<file path="src/rtl/fifo_rd_pkg.sv">
// Shared types and constants for the FIFO burst reader.
// Holds the reader FSM state encoding and the output buffer depth.
package fifo_rd_pkg;

   typedef enum logic [1:0] {
      IDLE  = 2'd0,
      BURST = 2'd1,
      DRAIN = 2'd2
   } state_e;

   localparam int unsigned BUF_DEPTH = 2;

endpackage

</file>
<file path="src/rtl/rd_skid_buf.sv">
// Two-entry FIFO-ordered skid buffer with valid/ready output.
// Ports: push_i/push_data_i capture, pop_i consumes head,
// data_o/valid_o present head, occ_o reports occupancy.
module rd_skid_buf
   import fifo_rd_pkg::*;
#(
   parameter int WIDTH = 8
) (
   input  logic             clk,
   input  logic             rst_n,
   input  logic             push_i,
   input  logic [WIDTH-1:0] push_data_i,
   input  logic             pop_i,
   output logic [WIDTH-1:0] data_o,
   output logic             valid_o,
   output logic [1:0]       occ_o
);

   localparam logic [1:0] FULL = 2'(BUF_DEPTH);

   logic [WIDTH-1:0] ent0_q, ent0_d;
   logic [WIDTH-1:0] ent1_q, ent1_d;
   logic [1:0]       occ_q, occ_d;
   logic             pop_ok, push_ok;

   assign pop_ok  = pop_i && (occ_q != 2'd0);
   assign push_ok = push_i && ((occ_q < FULL) || pop_ok);

   always_comb begin
      ent0_d = ent0_q;
      ent1_d = ent1_q;
      occ_d  = occ_q;
      case ({push_ok, pop_ok})
         2'b01: begin
            ent0_d = ent1_q;
            occ_d  = occ_q - 2'd1;
         end
         2'b10: begin
            if (occ_q == 2'd0) ent0_d = push_data_i;
            else               ent1_d = push_data_i;
            occ_d = occ_q + 2'd1;
         end
         2'b11: begin
            // Head leaves; new word lands behind whatever remains.
            if (occ_q == 2'd1) begin
               ent0_d = push_data_i;
            end else begin
               ent0_d = ent1_q;
               ent1_d = push_data_i;
            end
         end
         default: ;
      endcase
   end

   always_ff @(posedge clk or negedge rst_n) begin
      if (!rst_n) begin
         ent0_q <= '0;
         ent1_q <= '0;
         occ_q  <= '0;
      end else begin
         ent0_q <= ent0_d;
         ent1_q <= ent1_d;
         occ_q  <= occ_d;
      end
   end

   assign data_o  = ent0_q;
   assign valid_o = (occ_q != 2'd0);
   assign occ_o   = occ_q;

endmodule

</file>
<file path="src/rtl/fifo_burst_reader.sv">
// Burst read controller between a synchronous FIFO and a stream sink.
// Ports: fifo_* FIFO read side, m_* valid/ready stream, burst_* pulses,
// err_underflow sticky flag. Optional idle flush: FIFO_RD_TIMEOUT_EN.
module fifo_burst_reader
   import fifo_rd_pkg::*;
#(
   parameter int WIDTH     = 8,
   parameter int BURST_LEN = 8,
   parameter int CNT_W     = 4,
   parameter int TIMEOUT   = 15
) (
   input  logic             clk,
   input  logic             rst_n,
   output logic             fifo_rd,
   input  logic [WIDTH-1:0] fifo_data,
   input  logic             fifo_empty,
   input  logic             fifo_threshold,
   input  logic             fifo_underflow,
   output logic [WIDTH-1:0] m_data,
   output logic             m_valid,
   input  logic             m_ready,
   output logic             burst_start,
   output logic             burst_done,
   output logic             err_underflow
);

   localparam logic [CNT_W-1:0] BLEN = CNT_W'(BURST_LEN);
   localparam logic [CNT_W-1:0] TMO  = CNT_W'(TIMEOUT);

   state_e           state_q, state_d;
   logic [CNT_W-1:0] cnt_q, cnt_d;
   logic             inflight_q;
   logic             err_q;
   logic [1:0]       occ;
   logic [2:0]       pend;
   logic             pop, room, flush, start;

   // Read data arrives the cycle after fifo_rd and is pushed then.
   rd_skid_buf #(.WIDTH(WIDTH)) u_buf (
      .clk         (clk),
      .rst_n       (rst_n),
      .push_i      (inflight_q),
      .push_data_i (fifo_data),
      .pop_i       (pop),
      .data_o      (m_data),
      .valid_o     (m_valid),
      .occ_o       (occ)
   );

   assign pop   = m_valid & m_ready;
   // Slots committed after this cycle's pop; keep below 2 to issue.
   assign pend  = {1'b0, occ} + {2'b00, inflight_q} - {2'b00, pop};
   assign room  = (pend < 3'd2);
   assign start = fifo_threshold | flush;

`ifdef FIFO_RD_TIMEOUT_EN
   logic [CNT_W-1:0] tmo_q, tmo_d;

   assign flush = (tmo_q == TMO);

   always_comb begin
      tmo_d = '0;
      if (state_q == IDLE && !fifo_empty && !fifo_threshold && !flush)
         tmo_d = tmo_q + 1'b1;
   end

   always_ff @(posedge clk or negedge rst_n) begin
      if (!rst_n) tmo_q <= '0;
      else        tmo_q <= tmo_d;
   end
`else
   logic unused_tmo;

   assign flush      = 1'b0;
   assign unused_tmo = |TMO;
`endif

   always_ff @(posedge clk or negedge rst_n) begin
      if (!rst_n) begin
         state_q    <= IDLE;
         cnt_q      <= '0;
         inflight_q <= 1'b0;
         err_q      <= 1'b0;
      end else begin
         state_q    <= state_d;
         cnt_q      <= cnt_d;
         inflight_q <= fifo_rd;
         err_q      <= err_q | fifo_underflow;
      end
   end

   always_comb begin
      state_d = state_q;
      cnt_d   = cnt_q;
      unique case (1'b1)
         (state_q == IDLE): begin
            if (start) begin
               state_d = BURST;
               cnt_d   = '0;
            end
         end
         (state_q == BURST): begin
            if (fifo_rd) cnt_d = cnt_q + 1'b1;
            if (cnt_d == BLEN || (fifo_empty && !fifo_rd))
               state_d = DRAIN;
         end
         (state_q == DRAIN): begin
            if (occ == 2'd0 && !inflight_q) state_d = IDLE;
         end
         default: state_d = IDLE;
      endcase
   end

   always_comb begin
      fifo_rd     = 1'b0;
      burst_start = 1'b0;
      burst_done  = 1'b0;
      if (state_q == BURST) begin
         fifo_rd     = !fifo_empty && (cnt_q < BLEN) && room;
         burst_start = fifo_rd && (cnt_q == '0);
      end
      if (state_q == DRAIN)
         burst_done = (occ == 2'd0) && !inflight_q;
   end

   assign err_underflow = err_q;

endmodule

</file>
<file path="config.mk">
export PLATFORM = sky130hd
export DESIGN_NAME = fifo_burst_reader
export DESIGN_NICKNAME = d
export VERILOG_FILES = /design/src/rtl/fifo_rd_pkg.sv /design/src/rtl/rd_skid_buf.sv /design/src/rtl/fifo_burst_reader.sv
export SDC_FILE = /design/constraint.sdc
export NUM_CORES = 1
export LEC_CHECK = 0
export BUFFER_PORTS_ARGS = -buffer_cell sky130_fd_sc_hd__clkbuf_2
export CORE_MARGIN = 1.5
export CORE_UTILIZATION = 56
export CTS_BUF_LIST = sky130_fd_sc_hd__clkbuf_4
export CTS_CLUSTER_DIAMETER = 200
export DETAILED_ROUTE_END_ITERATION = 7
export HOLD_SLACK_MARGIN = 0.1
export PLACE_DENSITY = 0.84
export RECOVER_POWER = 25
export SLEW_MARGIN = 10
export SYNTH_ARGS = -nofsm -noshare
export SYNTH_HDL_FRONTEND = slang
export SYNTH_SLANG_ARGS = --single-unit
</file>
<file path="constraint.sdc">
create_clock -name clk -period 3.9 [get_ports clk]
set_clock_uncertainty 0.2 [all_clocks]
set_input_delay 0.195 -clock clk [delete_from_list [all_inputs] [get_ports clk]]
set_output_delay 0.195 -clock clk [all_outputs]
set_load 0.01 [all_outputs]
</file>
==> results.sh, run 1 <==
export IMPL_status="completed"
export IMPL_clk_path_buf_depth=2
export IMPL_critPathMaxStageDelay_ns=0.50
export IMPL_slew_violations=0
export IMPL_setup_ws_ns=0.219
export IMPL_gp_congestion=0.847
export IMPL_endpoint_kind="primary output"
export IMPL_fin_util=0.754
export IMPL_syn_to_final_growth_pct=23.1
export IMPL_worst_slew_pin_slew_ns=1.34
export IMPL_die_y_um=52.9
export IMPL_whs_ns=0.170
export IMPL_grt_pass1_wl_um=4820
export IMPL_die_area_um2=2800
export IMPL_synth_seq_cells=26
export IMPL_hold_class="in -> reg"
export IMPL_antenna_left=0
export IMPL_ys_flop_type="dfrtp_1"
export IMPL_drtPass1Iterations=4
export IMPL_ir_drop_uv=489
export IMPL_crit_required_ns=3.50
export IMPL_critPathBufInv=3
export IMPL_numPortBuffers=26
export IMPL_crit_start="u_buf.occ_o[1]$_DFFE_PN0P_"
export IMPL_cts_root_buf="clkbuf_4"
export IMPL_cp_slowest_cell="dfrtp_2"
export IMPL_ys_top_cells_by_area="dfrtp_1 47%, mux2_2 7.3%, ha_1 6.3%, a22oi_1 4.3%, a21oi_1 3.6%"
export IMPL_num_rows=17
export IMPL_final_nets=191
export IMPL_ys_seq_area_frac=0.467
export IMPL_io_pins=27
export IMPL_yosys_area_top_type="dfrtp_1"
export IMPL_critPathCapture="burst_start"
export IMPL_period_minus_slack_ns=3.68
export IMPL_core_area_um2=2280
export IMPL_cts_tree="built"
export IMPL_via_per_inst=5.82
export IMPL_synth_edf_count=0
export IMPL_syn_area_um2=1390
export IMPL_cts_made_buffers=3
export IMPL_yosys_area_top_type_share=0.467
export IMPL_grt_pass1_vias=1142
export IMPL_cp_depth=11
export IMPL_start_kind="flip-flop"
export IMPL_antenna_cells=0
export IMPL_grt_overflow=0
export IMPL_r2r_end="state_q[0]$_DFFE_PN0P_"
export IMPL_drive_gt1_frac=0.286
export IMPL_r2r_start="u_buf.occ_o[1]$_DFFE_PN0P_"
export IMPL_grt_antenna_before_repair=0
export IMPL_grt_max_degree=27
export IMPL_vias=1141
export IMPL_ys_warn_count=0
export IMPL_arrival_ns=3.29
export IMPL_fin_cells=196
export IMPL_crit_type="reg -> out"
export IMPL_synth_nets=152
export IMPL_async_flop_share=1.00
export IMPL_htree_levels=1
export IMPL_slew_headroom=0.107
export IMPL_syn_inst=130
export IMPL_rsz0062_at_grt="no"
export IMPL_layout_common_cells="25 x dfrtp_1, 25 x clkbuf_2, 13 x nor2_1"
export IMPL_p_total_mw=1.23
export IMPL_dp_cells=180
export IMPL_drv_cap=0
export IMPL_dp_hpwl_um=2090
export IMPL_leakagePower_nw=0.804
export IMPL_path_max_fanout=7
export IMPL_drt_wl_total_um=2880
export IMPL_dpl_worst_slack_ns=0.494
export IMPL_powerDensity_nw_per_um2=718
export IMPL_start_util=0.612
export IMPL_cp_cell_sequence="inv_1 > ha_1 > nand2b_1 > inv_1 > ha_1 > nand2b_1 > fa_1 > or3b_4 > nor3_4 > and3_2 > clkbuf_2"
export IMPL_hold_viol_final=0
export IMPL_ys_types=39
export IMPL_drc=0
export IMPL_cts_sinks=26
export IMPL_clock_fmax_ghz=0.272
export IMPL_fin_setup_tns_ns=0
export IMPL_grt_total_usage=0.241
export IMPL_cts_clk_slew_worst_paths_ns=0.15
export IMPL_dpl_cell_area_um2=1540
export IMPL_rr_worst_depth=11
export IMPL_fill_cells=155
export IMPL_r2r_slack_ns=0.56
export IMPL_drt_iter0_markers=35
export IMPL_syn_avg_cell_area_um2=10.7
export IMPL_setup_viol=0
export IMPL_path_delay_family="simple AND/OR/NAND/NOR gates"
export IMPL_die_x_um=52.9
export IMPL_insertion_delay_ns=0.32
export IMPL_final_area_um2=1720
export IMPL_wl_per_cell_um=14.7
export IMPL_min_period_over_period=0.944
-- state kept, by name, summed over array words and instances, names as in the netlist --
signal         flops
u_buf.ent1_q       8
u_buf.data_o       8
state_q            2
err_underflow      1
u_buf.occ_o        2
cnt_q              4
inflight_q         1
-- cells by family after synthesis --
kind of cell	Yosys count	share of synthesized area
adder cells (fa/ha/maj)	8	0.0772
flip-flops	26	0.467
AO/OA/AOI/OAI	35	0.171
XOR/XNOR	4	0.0305
buffers and inverters	10	0.0278
multiplexers	10	0.0799
AND/OR/NAND/NOR	37	0.147
-- worst min-delay path by stage --
| stage | from | endpoint | slack (ns) | cells past startpoint |
|---|---|---|---|---|
| CTS | m_ready | u_buf.occ_o[0]$_DFFE_PN0P_ | 0.18 | 4 |
| global placement | rst_n | inflight_q$_DFF_PN0_ | 0.04 | 1 |
| detailed placement | rst_n | cnt_q[1]$_DFFE_PN0P_ | 0.04 | 1 |
| floorplan | rst_n | cnt_q[0]$_DFFE_PN0P_ | -0.30 | 0 |
| global route | m_ready | u_buf.occ_o[1]$_DFFE_PN0P_ | 0.21 | 4 |
| finish | m_ready | u_buf.occ_o[0]$_DFFE_PN0P_ | 0.17 | 4 |
-- layout make-up --
class                   count  area (µm²)  share of cell area
clock buffers               3        22.5              0.0131
multi-input cells          94         704               0.411
flip-flops and latches     26         652               0.380
repair buffers             38         249               0.145
clock inverters             1        30.0              0.0175
well taps                  28        35.0              0.0204
inverters                   6        22.5              0.0131
-- metal layers --
layer / track usage / wire (µm) / up-vias
li1: - / - / 539
met1: 0.281 / 1270 / 560
met2: 0.433 / 1480 / 38
met3: 0.0367 / 100 / 4
met4: 0.107 / 31 / 0
met5: 0 / 0 / -
-- where the power goes --
part / internal [mW] / leakage [nW] / switching (mW)
Clock: 0.104 / 0.0279 / 0.0848
Sequential: 0.383 / 0.318 / 0.0979
Combinational: 0.271 / 0.458 / 0.291
-- Yosys cell counts (2+ instances only) --
cell type and instances:
dfrtp_1 26, nor2_1 13, a21oi_1 10, mux2_2 9
a22oi_1 8, ha_1 7, nand2_1 7, inv_1 6
nand2b_1 5, a22o_1 3, o21ai_0 3, o21ai_1 3
and3_2 2, clkbuf_1 2, xnor2_1 2
-- repair_timing --
| action | 4_1_cts | 5_1_grt |
|---|---|---|
| hold buffers | 12 | 0 |
| gates resized for setup | 0 | 1 |
| setup buffers | 0 | 0 |
| endpoints found under the hold margin | 48 | 0 |
| endpoints found under the setup margin | 0 | 1 |
-- worst reg2reg max path: stages, from the launching register on --
cell      delay, ns
dfrtp_2        0.50
inv_1          0.10
ha_1           0.20
nand2b_1       0.19
inv_1          0.08
ha_1           0.27
nand2b_1       0.15
fa_1           0.50
or3b_4         0.40
nor3_4         0.26
a21oi_2        0.10
a221o_1        0.31
Note: power is estimated with default switching activity, not from simulation.
==> run 2, diff against run 1 <==
- CORE_ASPECT_RATIO: unset -> 1.5
- CORE_UTILIZATION: 56 -> 57
- PLACE_DENSITY: 0.84 -> 0.85
- REMOVE_ABC_BUFFERS: unset -> 1
- SYNTH_HIERARCHICAL: unset -> 1
==> results.sh, run 2 <==
export IMPL_synthXorXnorAreaFrac=0.0246
export IMPL_synth_compound_area_frac=0.139
export IMPL_min_period_over_period=0.920
export IMPL_synth_edf_count=0
export IMPL_clk_path_buf_depth=2
export IMPL_r2r_slack_ns=0.49
export IMPL_drive_gt1_frac=0.317
export IMPL_leakagePower_nw=0.849
export IMPL_ys_types=35
export IMPL_start_util=0.594
export IMPL_grt_pass1_wl_um=4980
export IMPL_drt_iter0_markers=12
export IMPL_synth_commonest_cells="26 x dfrtp_1, 16 x mux2_2, 9 x inv_1, 8 x a32o_1, 8 x ha_1"
export IMPL_vias=1068
export IMPL_ys_seq_area_frac=0.458
export IMPL_async_flop_share=1.00
export IMPL_whs_ns=0.282
export IMPL_seqPwrFrac=0.392
export IMPL_final_common_cell="dfrtp_1"
export IMPL_synth_mux_area_frac=0.134
export IMPL_r2r_end="state_q[0]$_DFFE_PN0P_"
export IMPL_synth_adder_area_share=0.0845
export IMPL_path_max_fanout=8
export IMPL_htree_levels=1
export IMPL_die_area_um2=2810
export IMPL_drv_cap=0
export IMPL_arrival_ns=3.19
export IMPL_setup_viol=0
export IMPL_cts_sinks=26
export IMPL_grt_antenna_before_repair=0
export IMPL_syn_area_um2=1420
export IMPL_final_area_um2=1750
export IMPL_fin_util=0.730
export IMPL_worst_slew_pin_slew_ns=1.38
export IMPL_insertion_delay_ns=0.31
export IMPL_fin_setup_tns_ns=0
export IMPL_synth_top_family_by_area="compound AO/OA/AOI/OAI gates"
export IMPL_dp_hpwl_um=2000
export IMPL_ys_warn_count=6
export IMPL_cts_tree="built"
export IMPL_ir_drop_uv=474
export IMPL_p_int_mw=0.765
export IMPL_rsz0062_at_grt="no"
export IMPL_num_rows=22
export IMPL_gp_congestion=0.854
export IMPL_synth_seq_cells=26
export IMPL_p_sw_frac=0.360
export IMPL_syn_inst=120
export IMPL_drtPass1Iterations=4
export IMPL_switchingPower_mw=0.430
export IMPL_fin_cells=185
export IMPL_cts_clk_slew_worst_paths_ns=0.14
export IMPL_yosys_area_top_type="dfrtp_1"
export IMPL_drt_wl_total_um=2830
export IMPL_die_y_um=64.2
export IMPL_dpl_worst_slack_ns=0.538
export IMPL_grt_max_degree=27
export IMPL_numPortBuffers=26
export IMPL_syn_avg_cell_area_um2=11.8
export IMPL_status="completed"
export IMPL_via_per_inst=5.77
export IMPL_grt_total_usage=0.238
export IMPL_endpoint_kind="primary output"
export IMPL_core_area_um2=2390
export IMPL_period_minus_slack_ns=3.59
export IMPL_io_pins=27
export IMPL_grt_overflow=0
export IMPL_grt_pass1_vias=1152
export IMPL_syn_to_final_growth_pct=23.0
export IMPL_antenna_left=0
export IMPL_slew_violations=0
export IMPL_crit_type="reg -> out"
export IMPL_ys_top_cells_by_area="dfrtp_1 46%, mux2_2 13%, ha_1 7.0%, a32o_1 5.6%, inv_1 2.4%"
export IMPL_setup_ws_ns=0.312
export IMPL_r2r_start="u_buf/occ_o[1]$_DFFE_PN0P_"
export IMPL_hold_viol_final=0
export IMPL_cts_root_buf="clkbuf_4"
export IMPL_dpl_cell_area_um2=1570
export IMPL_cts_made_buffers=3
export IMPL_die_x_um=43.8
export IMPL_yosys_area_top_type_share=0.458
export IMPL_ys_flop_type="dfrtp_1"
export IMPL_crit_required_ns=3.50
export IMPL_powerDensity_nw_per_um2=684
export IMPL_yosysMostFrequentCell="dfrtp_1"
export IMPL_yosys_area_share_simple=0.129
export IMPL_drc=0
export IMPL_slew_headroom=0.0803
export IMPL_start_kind="flip-flop"
export IMPL_antenna_cells=0
export IMPL_hold_class="reg -> reg"
export IMPL_clock_fmax_ghz=0.279
export IMPL_layout_common_cells="26 x dfrtp_1, 25 x clkbuf_2, 16 x mux2_2"
export IMPL_final_nets=185
export IMPL_wl_per_cell_um=15.3
export IMPL_dp_cells=169
export IMPL_crit_start="u_buf/occ_o[1]$_DFFE_PN0P_"
export IMPL_p_total_mw=1.20
export IMPL_comb_power_share=0.455
export IMPL_clkPwrFrac=0.153
export IMPL_critPathCapture="burst_start"
export IMPL_rr_worst_depth=11
==> run 2: changes by cell type in the layout (fill, tap and decap cells not counted), moves of 7 or more <==
| cell | before | now |
|---|---|---|
| a21oi_1 | 10 | 0 |
| a22oi_1 | 8 | 0 |
| a32o_1 | 0 | 8 |
| nor2_1 | 13 | 5 |
| mux2_2 | 9 | 16 |
==> run 2: logic make-up (layout without fill, tap and decap cells) <==
group	after synthesis	in the layout
AND/OR/NAND/NOR	30	30
flip-flops	26	26
AO/OA/AOI/OAI	24	24
multiplexers	17	17
buffers and inverters	10	51
adder cells (fa/ha/maj)	9	9
XOR/XNOR	4	4
==> run 2: per-layer routing <==
metal,wire length (µm),up-vias,GRT usage,part of all wire
met5,0,-,0,0
met4,35,0,0.0985,0.012
met3,67,2,0.0367,0.024
met2,1600,22,0.428,0.56
met1,1130,527,0.265,0.40
li1,-,517,-,-
==> run 2: critical path, stage by stage, from the launching register on <==
cell	delay, ns
dfrtp_1	0.54
inv_1	0.12
ha_1	0.23
inv_1	0.07
and2_1	0.16
ha_1	0.23
nand2b_1	0.15
fa_1	0.50
nand4bb_2	0.17
nor3_4	0.36
and3b_1	0.21
clkbuf_2	0.12
==> run 2: worst min path at each step <==
stage	start	endpoint	slack (ns)	depth (start not counted)
floorplan	rst_n	cnt_q[0]$_DFFE_PN0P_	-0.30	0
global placement	rst_n	cnt_q[0]$_DFFE_PN0P_	0.04	1
detailed placement	rst_n	cnt_q[2]$_DFFE_PN0P_	0.05	1
CTS	rst_n	cnt_q[3]$_DFFE_PN0P_	0.23	2
global route	err_underflow$_DFF_PN0_	err_underflow$_DFF_PN0_	0.32	1
finish	err_underflow$_DFF_PN0_	err_underflow$_DFF_PN0_	0.28	1
==> run 2: cell type report <==
class	instances	area [µm²]
fill	167	647
timing repair buffer	38	249
multi-input combinational	84	732
tap	24	30.0
inverter	9	33.8
sequential	26	651
clock buffer	3	22.5
clock inverter	1	30.0
==> run 2: power by group through the flow <==
stage | clock network, mW | registers (mW) | logic (mW)
floorplan | 0 | 0.472 | 0.378
global placement | 0 | 0.464 | 0.507
detailed placement | 0 | 0.473 | 0.530
CTS | 0.190 | 0.467 | 0.542
global route | 0.197 | 0.487 | 0.612
finish | 0.183 | 0.469 | 0.543
==> run 2: what timing repair did <==
item                                    in CTS  in global routing
gates resized for setup                      0                  1
buffers inserted                             0                  0
hold endpoints to repair                    49                  0
hold buffers                                12                  0
endpoints found under the setup margin       0                  1
